==> src/rtl/uart_host_pkg.sv <==
// Shared types and constants for the UART host master: FSM states and the
// peripheral register map.
package uart_host_pkg;

  typedef enum logic [2:0] {
    ST_IDLE,
    ST_RX_READ,
    ST_RX_CLR,
    ST_TX_LOAD,
    ST_TX_GO,
    ST_TX_WAIT,
    ST_TX_ABORT
  } state_t;

  localparam logic [1:0] ADDR_CTRL   = 2'b00;
  localparam logic [1:0] ADDR_TXDATA = 2'b01;
  localparam logic [1:0] ADDR_RXDATA = 2'b11;

  localparam int CTRL_SEND_BIT  = 0;
  localparam int CTRL_NEWRX_BIT = 1;

endpackage

==> src/rtl/uart_host_if.sv <==
// Byte-stream and register-bus signals of the UART host master.
// Handshakes: a transfer happens on a rising edge where valid & ready; valid
// and data stay stable until that edge, and ready never waits on nothing else.
interface uart_host_if;
  import uart_host_pkg::*;

  logic [7:0]  tx_data_i;
  logic        tx_valid_i;
  logic        tx_ready_o;
  logic [7:0]  rx_data_o;
  logic        rx_valid_o;
  logic        rx_ready_i;
  logic        busy_o;
  logic        err_o;
  logic        we_o;
  logic [1:0]  addr_o;
  logic [31:0] wdata_o;
  logic [31:0] rdata_i;
  state_t      dbg_state;

  modport master (
    input  tx_data_i, tx_valid_i, rx_ready_i, rdata_i,
    output tx_ready_o, rx_data_o, rx_valid_o, busy_o, err_o,
           we_o, addr_o, wdata_o, dbg_state
  );

  modport slave (
    output tx_data_i, tx_valid_i, rx_ready_i, rdata_i,
    input  tx_ready_o, rx_data_o, rx_valid_o, busy_o, err_o,
           we_o, addr_o, wdata_o, dbg_state
  );

endinterface

==> src/rtl/uart_host_rxbuf.sv <==
// One-entry valid/ready holding register for received bytes.
module uart_host_rxbuf (
  input  logic       clk_pi,
  input  logic       rst,
  input  logic       i_load,
  input  logic [7:0] i_data,
  input  logic       i_ready,
  output logic [7:0] o_data,
  output logic       o_valid
);

  logic [7:0] r_data;
  logic       r_valid;

  // The host only loads while empty, so load never collides with a pop.
  always_ff @(posedge clk_pi or posedge rst) begin
    if (rst) begin
      r_data  <= 8'h00;
      r_valid <= 1'b0;
    end else if (i_load) begin
      r_data  <= i_data;
      r_valid <= 1'b1;
    end else if (r_valid && i_ready) begin
      r_valid <= 1'b0;
    end
  end

  assign o_data  = r_data;
  assign o_valid = r_valid;

endmodule

==> src/rtl/uart_host_master.sv <==
// Register-bus initiator that turns TX/RX byte streams into UART peripheral
// accesses. Optional TX_WAIT timeout: define UART_HOST_TIMEOUT_EN.
module uart_host_master
  import uart_host_pkg::*;
#(
  parameter int unsigned TIMEOUT_CYCLES = 1_000_000
) (
  input logic         clk_pi,
  input logic         rst,
  uart_host_if.master bus
);

  state_t     r_state;
  state_t     w_next;
  logic [7:0] r_tx_byte;
  logic       w_send;
  logic       w_newrx;
  logic       w_timeout;
  logic       w_unused;

  assign w_send  = bus.rdata_i[CTRL_SEND_BIT];
  assign w_newrx = bus.rdata_i[CTRL_NEWRX_BIT];

`ifdef UART_HOST_TIMEOUT_EN
  localparam logic [31:0] TO_LAST = 32'(TIMEOUT_CYCLES - 1);

  logic [31:0] r_to_cnt;
  logic        r_err;

  // Held at zero outside TX_WAIT, so every wait starts counting from 0.
  always_ff @(posedge clk_pi or posedge rst) begin
    if (rst)                         r_to_cnt <= 32'd0;
    else if (r_state != ST_TX_WAIT)  r_to_cnt <= 32'd0;
    else                             r_to_cnt <= r_to_cnt + 32'd1;
  end

  always_ff @(posedge clk_pi or posedge rst) begin
    if (rst)                         r_err <= 1'b0;
    else if (w_next == ST_TX_ABORT)  r_err <= 1'b1;
  end

  assign w_timeout  = (r_to_cnt == TO_LAST);
  assign bus.err_o  = r_err;
  assign w_unused   = ^bus.rdata_i[31:8];
`else
  assign w_timeout  = 1'b0;
  assign bus.err_o  = 1'b0;
  assign w_unused   = ^{bus.rdata_i[31:8], 32'(TIMEOUT_CYCLES)};
`endif

  always_ff @(posedge clk_pi or posedge rst) begin
    if (rst) r_state <= ST_IDLE;
    else     r_state <= w_next;
  end

  // TX byte is captured on the IDLE->TX_LOAD edge so bus outputs stay Moore.
  always_ff @(posedge clk_pi or posedge rst) begin
    if (rst)
      r_tx_byte <= 8'h00;
    else if (r_state == ST_IDLE && w_next == ST_TX_LOAD)
      r_tx_byte <= bus.tx_data_i;
  end

  always_comb begin
    w_next = r_state;
    case (r_state)
      ST_IDLE: begin
        if (w_newrx && !bus.rx_valid_o) w_next = ST_RX_READ;
        else if (bus.tx_valid_i)        w_next = ST_TX_LOAD;
      end
      ST_RX_READ:  w_next = ST_RX_CLR;
      ST_RX_CLR:   w_next = ST_IDLE;
      ST_TX_LOAD:  w_next = ST_TX_GO;
      ST_TX_GO:    w_next = ST_TX_WAIT;
      ST_TX_WAIT: begin
        if (!w_send)        w_next = ST_IDLE;
        else if (w_timeout) w_next = ST_TX_ABORT;
      end
      ST_TX_ABORT: w_next = ST_IDLE;
      default:     w_next = ST_IDLE;
    endcase
  end

  always_comb begin
    bus.we_o       = 1'b0;
    bus.addr_o     = ADDR_CTRL;
    bus.wdata_o    = 32'h0;
    bus.tx_ready_o = 1'b0;
    case (r_state)
      ST_RX_READ: bus.addr_o = ADDR_RXDATA;
      ST_RX_CLR:  bus.we_o   = 1'b1;
      ST_TX_LOAD: begin
        bus.we_o       = 1'b1;
        bus.addr_o     = ADDR_TXDATA;
        bus.wdata_o    = {24'h0, r_tx_byte};
        bus.tx_ready_o = 1'b1;
      end
      ST_TX_GO: begin
        bus.we_o    = 1'b1;
        bus.wdata_o = 32'h1 << CTRL_SEND_BIT;
      end
      ST_TX_ABORT: bus.we_o = 1'b1;
      default: ;
    endcase
  end

  assign bus.busy_o    = (r_state != ST_IDLE);
  assign bus.dbg_state = r_state;

  uart_host_rxbuf u_rxbuf (
    .clk_pi  (clk_pi),
    .rst     (rst),
    .i_load  (r_state == ST_RX_READ),
    .i_data  (bus.rdata_i[7:0]),
    .i_ready (bus.rx_ready_i),
    .o_data  (bus.rx_data_o),
    .o_valid (bus.rx_valid_o)
  );

endmodule
==> src/flat_wrapper.sv <==
// flat-port wrapper written by rule: the top's interface ports become plain ports
module uart_host_master_flat import uart_host_pkg::*;
#(
  parameter int unsigned TIMEOUT_CYCLES = 1_000_000
)
  (clk_pi, rst, bus_tx_data_i, bus_tx_valid_i, bus_rx_ready_i, bus_rdata_i, bus_tx_ready_o, bus_rx_data_o, bus_rx_valid_o, bus_busy_o, bus_err_o, bus_we_o, bus_addr_o, bus_wdata_o, bus_dbg_state);
  uart_host_if bus_i ();
  input logic clk_pi;
  input logic rst;
  input wire logic [$bits(bus_i.tx_data_i)-1:0] bus_tx_data_i;
  input wire logic [$bits(bus_i.tx_valid_i)-1:0] bus_tx_valid_i;
  input wire logic [$bits(bus_i.rx_ready_i)-1:0] bus_rx_ready_i;
  input wire logic [$bits(bus_i.rdata_i)-1:0] bus_rdata_i;
  output wire logic [$bits(bus_i.tx_ready_o)-1:0] bus_tx_ready_o;
  output wire logic [$bits(bus_i.rx_data_o)-1:0] bus_rx_data_o;
  output wire logic [$bits(bus_i.rx_valid_o)-1:0] bus_rx_valid_o;
  output wire logic [$bits(bus_i.busy_o)-1:0] bus_busy_o;
  output wire logic [$bits(bus_i.err_o)-1:0] bus_err_o;
  output wire logic [$bits(bus_i.we_o)-1:0] bus_we_o;
  output wire logic [$bits(bus_i.addr_o)-1:0] bus_addr_o;
  output wire logic [$bits(bus_i.wdata_o)-1:0] bus_wdata_o;
  output wire logic [$bits(bus_i.dbg_state)-1:0] bus_dbg_state;
  assign bus_i.tx_data_i = bus_tx_data_i;
  assign bus_i.tx_valid_i = bus_tx_valid_i;
  assign bus_i.rx_ready_i = bus_rx_ready_i;
  assign bus_i.rdata_i = bus_rdata_i;
  assign bus_tx_ready_o = bus_i.tx_ready_o;
  assign bus_rx_data_o = bus_i.rx_data_o;
  assign bus_rx_valid_o = bus_i.rx_valid_o;
  assign bus_busy_o = bus_i.busy_o;
  assign bus_err_o = bus_i.err_o;
  assign bus_we_o = bus_i.we_o;
  assign bus_addr_o = bus_i.addr_o;
  assign bus_wdata_o = bus_i.wdata_o;
  assign bus_dbg_state = bus_i.dbg_state;
  uart_host_master #(.TIMEOUT_CYCLES(TIMEOUT_CYCLES)) u_core (.clk_pi(clk_pi), .rst(rst), .bus(bus_i));
endmodule
==> config.mk <==
export PLATFORM = sky130hd
export DESIGN_NAME = uart_host_master_flat
export DESIGN_NICKNAME = d
export VERILOG_FILES = /design/src/rtl/uart_host_pkg.sv /design/src/rtl/uart_host_if.sv /design/src/rtl/uart_host_rxbuf.sv /design/src/rtl/uart_host_master.sv /design/src/flat_wrapper.sv
export SDC_FILE = /design/constraint.sdc
export NUM_CORES = 1
export LEC_CHECK = 0
export ABC_CLOCK_PERIOD_IN_PS = 4300
export BUFFER_PORTS_ARGS = -buffer_cell sky130_fd_sc_hd__buf_2
export CORE_ASPECT_RATIO = 1.1
export CORE_UTILIZATION = 30
export DETAILED_ROUTE_END_ITERATION = 8
export PLACE_DENSITY = 0.62
export SLEW_MARGIN = 15
export SYNTH_ARGS = -nofsm -noshare
export SYNTH_HDL_FRONTEND = slang
export SYNTH_SLANG_ARGS = --single-unit
==> constraint.sdc <==
create_clock -name clk_pi -period 4.3 [get_ports clk_pi]
set_clock_uncertainty 0.1 [all_clocks]
set_input_delay 1.29 -clock clk_pi [delete_from_list [all_inputs] [get_ports clk_pi]]
set_output_delay 1.29 -clock clk_pi [all_outputs]
set_load 0.005 [all_outputs]
Word level (Yosys, flattened, before mapping) --
Index checks and enable logic that the tools add are counted.
Cells by class: equal/unequal tests 7, muxes and demuxes 10, reductions and logical operators 8
Operator list (count):
- one-hot mux 8 bit (2 select lines) | 1
- one-hot mux 3 bit (5 select lines) | 1
- equality test 3 x 2 -> 1 bit (second input constant) | 3
- equality test 3 bit (second input constant) | 3
- two-way mux 3 bit | 3
- two-way mux 1 bit | 4
- one-hot mux 2 bit (2 select lines) | 1
- OR reduction 4 bit | 1
- equality test 3 x 1 -> 1 bit (second input constant) | 1
- logical AND 1 bit | 3
- logical NOT 3 bit | 1
- nonzero test 3 bit | 1
- nonzero test 2 bit | 1
- logical NOT 1 bit | 1
Word-level totals: register bits after elaboration 20, bits of input ports 44, output and inout port bits 50, word-level logic and storage cells 29

Longest topological paths before layout --
depth in word-level cells 6, mapped depth 5, gate-level depth less buffers 3

Hierarchy --
From an unflattened synthesis, not the netlist that was laid out.
Unflattened totals: cell total of the unflattened synthesis 95, area, all modules 1122.3 um^2
By module, submodules not included:
- uart_host_master | times used 1, cells each 74, area each 749.5 um^2, sequential area each 275.3 um^2
- uart_host_rxbuf | times used 1, cells each 21, area each 372.9 um^2, sequential area each 225.2 um^2

Worst setup path before layout --
Ideal clock, no wire load.
path kind reg2out, start point register u_core.r_state[0] (netlist: u_core.bus.dbg_state[0]), end point output port bus_wdata_o[0], arrival 1196 ps, required time 2910 ps, setup slack 1714 ps, stages on the path, launching flop included 5, buffers on the path 1, cells stage by stage dfrtp_1 -> nor2b_2 -> clkbuf_1 -> and2_2 -> a22o_1
Between the ends: word-level cells in the longest chain between the ends 2, elaborated cells on any way between the ends 3, classes of those cells eq/ne: 2; mux: 1
RTL lines:
- start, declared | line uart_host_master.sv:13 | state_t r_state;
- start signal, assigned | line uart_host_master.sv:53 | else r_state <= w_next;
- equality test 3 bit or equality test 3 x 2 -> 1 bit (tied branches) | line uart_host_master.sv:89 | case (r_state)
- one-hot mux 8 bit (2 select lines) * | line uart_host_master.sv:89
- end, declared | line flat_wrapper.sv:21 | output wire logic [$bits(bus_i.wdata_o)-1:0] bus_wdata_o;
Mark *: on every way between the ends. The rest lies on a longest branch, timed or not.

Worst setup path after layout --
start point register u_core.r_state[2] (netlist: u_core.bus.dbg_state[2]), end point output port bus_wdata_o[0]
Same word-level chain as after synthesis.

==> impl_metrics.toml <==
[outcome]
status = "finished, final reports clean"

[global_route]
gr-usage-all-layers_pct = 10.5
antenna_found_initial = 0
grt_pass1_wl_um = 3060
grt_pass1_vias = 670
grt_max_degree = 21
overflow = 0

[timing]
relSlewSlack_pct = 50.2
fin_crit_sh_pct = 69.9
final-setup-viol-count = 0
tightest_slew_ps = 746
setup_tns_ps = 0
rsz0062_at_grt = "no"
max_freq_mhz = 333
fin_crit_ps = 3000
hold_viol = 0
maxSlewViolCount = 0

[hold_path]
min-delay-start = "u_core.r_tx_byte[6]$_DFFE_PP0P_"
hold_depth = 1
whs_endpoint = "u_core.r_tx_byte[6]$_DFFE_PP0P_"
min_path_type = "reg -> reg"

[floorplan]
start_util_pct = 32.1
die_area_um2 = 3860
die_w_um = 59.4
ios = 94
core_um2 = 3390
row_count = 22
fp.dieH_um = 65.1

[synthesis]
synthesis.area_um2 = 1090
yosysTopAreaCell = "dfrtp_1"
ys_ff_latch = 20
ys_warn_count = 0
synthCells = 95
synth.avg_cell_area_um2 = 11.4
yosysSeqAreaShare_pct = 46.1
synth_top_cell_area_share_pct = 46.1
synth.area.top_cells = "dfrtp_1 (46%), buf_4 (17%), mux2_2 (17%)"
ys_types = 24

[cts]
cts_tree = "done"
cts_root_buf = "clkbuf_4"
cts_setup_buffers = 0
cts_hold_buf = 0
cts_resized = 0
clk_pin_slew_ps = 100
cts_sinks = 20
cts.path.max_buffers = 2
htreeDepth = 1
insertion_delay_ps = 290
cts_buffers = 3

[power_and_ir_drop]
swShare_pct = 35.1
switching_power_uw = 283
pwr-share-comb_pct = 44.4
p_leak_uw = 0.000708
ir_worst_vdd_v = 0.000244
seq_power_share_pct = 45.4
powerDensity_nw_per_um2 = 634
p_int_uw = 523
p_clk_share_pct = 10.2

[worst_setup_path]
r2r_cells = 2
r2r-end = "u_core.u_rxbuf.o_data[1]$_DFFE_PP0N_"
cp.arrival_ps = 1610
path_buf_inv = 1
critPathMaxFanout = 9
cpLargestDelayFamily = "flip-flops"
setup.worst_path.start_class = "register"
path_class = "reg -> out"
r2r_start = "u_core.bus.dbg_state[1]$_DFF_PP0_"
cpPeakStageDelay_ps = 590
worstPathRequired_ps = 2910
crit_slowest_cell = "dfrtp_1"
r2r_slack_ps = 2630
cp-end-kind = "output pin"
critical_path.cell_chain = "nor2b_2 > and2_2 > a22o_1 > buf_2"

[final_layout]
n_antenna_cell = 0
fillCellCount = 355
fin_util_pct = 37.6
final_nets = 184
syn2layout_area_growth_pct = 17.2
final_common_cell = "buf_2"
drive_gt1_share_pct = 50.7
final_area_um2 = 1270
layout.cells.most_common_list = "buf_2 (44), conb_1 (25), dfrtp_1 (20)"

[detailed_routing]
routed_wl_um = 1880
drc = 0
drtPass1Iterations = 2
dr_total_vias = 765
via_per_inst = 4.11
wl_per_cell_um = 10.1
ant_nets = 0
dr.first_iter.drc_count = 2

[placement]
routabilityCongestion = 0.705
dp_hpwl_um = 1500
portBuffers = 44
placed_area_um2 = 1250

[job]
maxCapViolations = 0
-- logic make-up after synthesis --
kind of cell / count (synthesis) / synth area share (%)
buf+inv: 32 / 20.4
flops: 20 / 46.1
simple gates: 17 / 11.5
mux: 16 / 16.6
compound gates: 9 / 5.07
other cells: 1 / 0.345
-- state kept, by name, summed over array words and instances, names as in the netlist --
signal and count:
u_core.bus.dbg_state 3, u_core.u_rxbuf.o_data 8, u_core.r_tx_byte 8, u_core.u_rxbuf.o_valid 1
-- synthesized netlist by cell type --
library cell	instances
and2_2	1
a21o_2	1
clkbuf_1	2
nor3_4	1
nor3_1	1
a21o_1	1
nand4_2	1
a22o_1	1
and3_1	7
nor2_4	1
nor2b_2	1
buf_6	1
a21oi_1	4
mux2_2	16
inv_2	1
nand2b_1	1
conb_1	1
nor2_1	1
inv_1	3
buf_4	25
nand2_1	1
nor2b_1	1
o21ai_0	2
dfrtp_1	20
-- layout make-up --
| class | instances | area, um2 | area share (%) |
|---|---|---|---|
| clock buffer | 3 | 22.5 | 1.77 |
| inverter | 4 | 15.0 | 1.18 |
| multi-input combinational | 67 | 454 | 35.7 |
| sequential | 20 | 500 | 39.3 |
| tap | 48 | 60.1 | 4.72 |
| timing repair buffer | 44 | 220 | 17.3 |
-- worst max path at each step --
stage	from	end	slack, ps	cells after the start
6_report	u_core.bus.dbg_state[2]$_DFF_PP0_	bus_wdata_o[0]	1300	4
5_1_grt	u_core.bus.dbg_state[2]$_DFF_PP0_	bus_wdata_o[0]	1180	4
4_1_cts	u_core.bus.dbg_state[2]$_DFF_PP0_	bus_wdata_o[0]	1260	4
3_5_place_dp	u_core.bus.dbg_state[2]$_DFF_PP0_	bus_wdata_o[0]	1600	4
3_3_place_gp	u_core.bus.dbg_state[2]$_DFF_PP0_	bus_wdata_o[0]	1630	4
2_1_floorplan	u_core.bus.dbg_state[0]$_DFF_PP0_	bus_wdata_o[0]	1710	4
-- layer usage --
layer / vias to the layer above / global-route usage [%] / share of wire (%)
li1: 353 / - / -
met1: 364 / 12.5 / 40
met2: 48 / 17.3 / 48
met3: 0 / 3.54 / 11
met4: 0 / 3.57 / 0
met5: - / 0 / 0
-- stage by stage --
stage,setup slack (ps),hold WS (ps),power [uW],cells
2_1_floorplan,1710,371,615,119
3_3_place_gp,1630,380,722,183
3_5_place_dp,1600,387,736,183
4_1_cts,1260,411,823,186
5_1_grt,1180,426,880,186
6_report,1300,408,806,186
-- power by group through the flow --
stage | clock [uW] | sequential, uW | combinational [uW]
6_report | 82.6 | 366 | 358
3_3_place_gp | 0 | 363 | 358
3_5_place_dp | 0 | 371 | 365
2_1_floorplan | 0 | 345 | 270
4_1_cts | 89.1 | 367 | 367
5_1_grt | 96.4 | 381 | 402
Power figures use the tool's default switching activity.
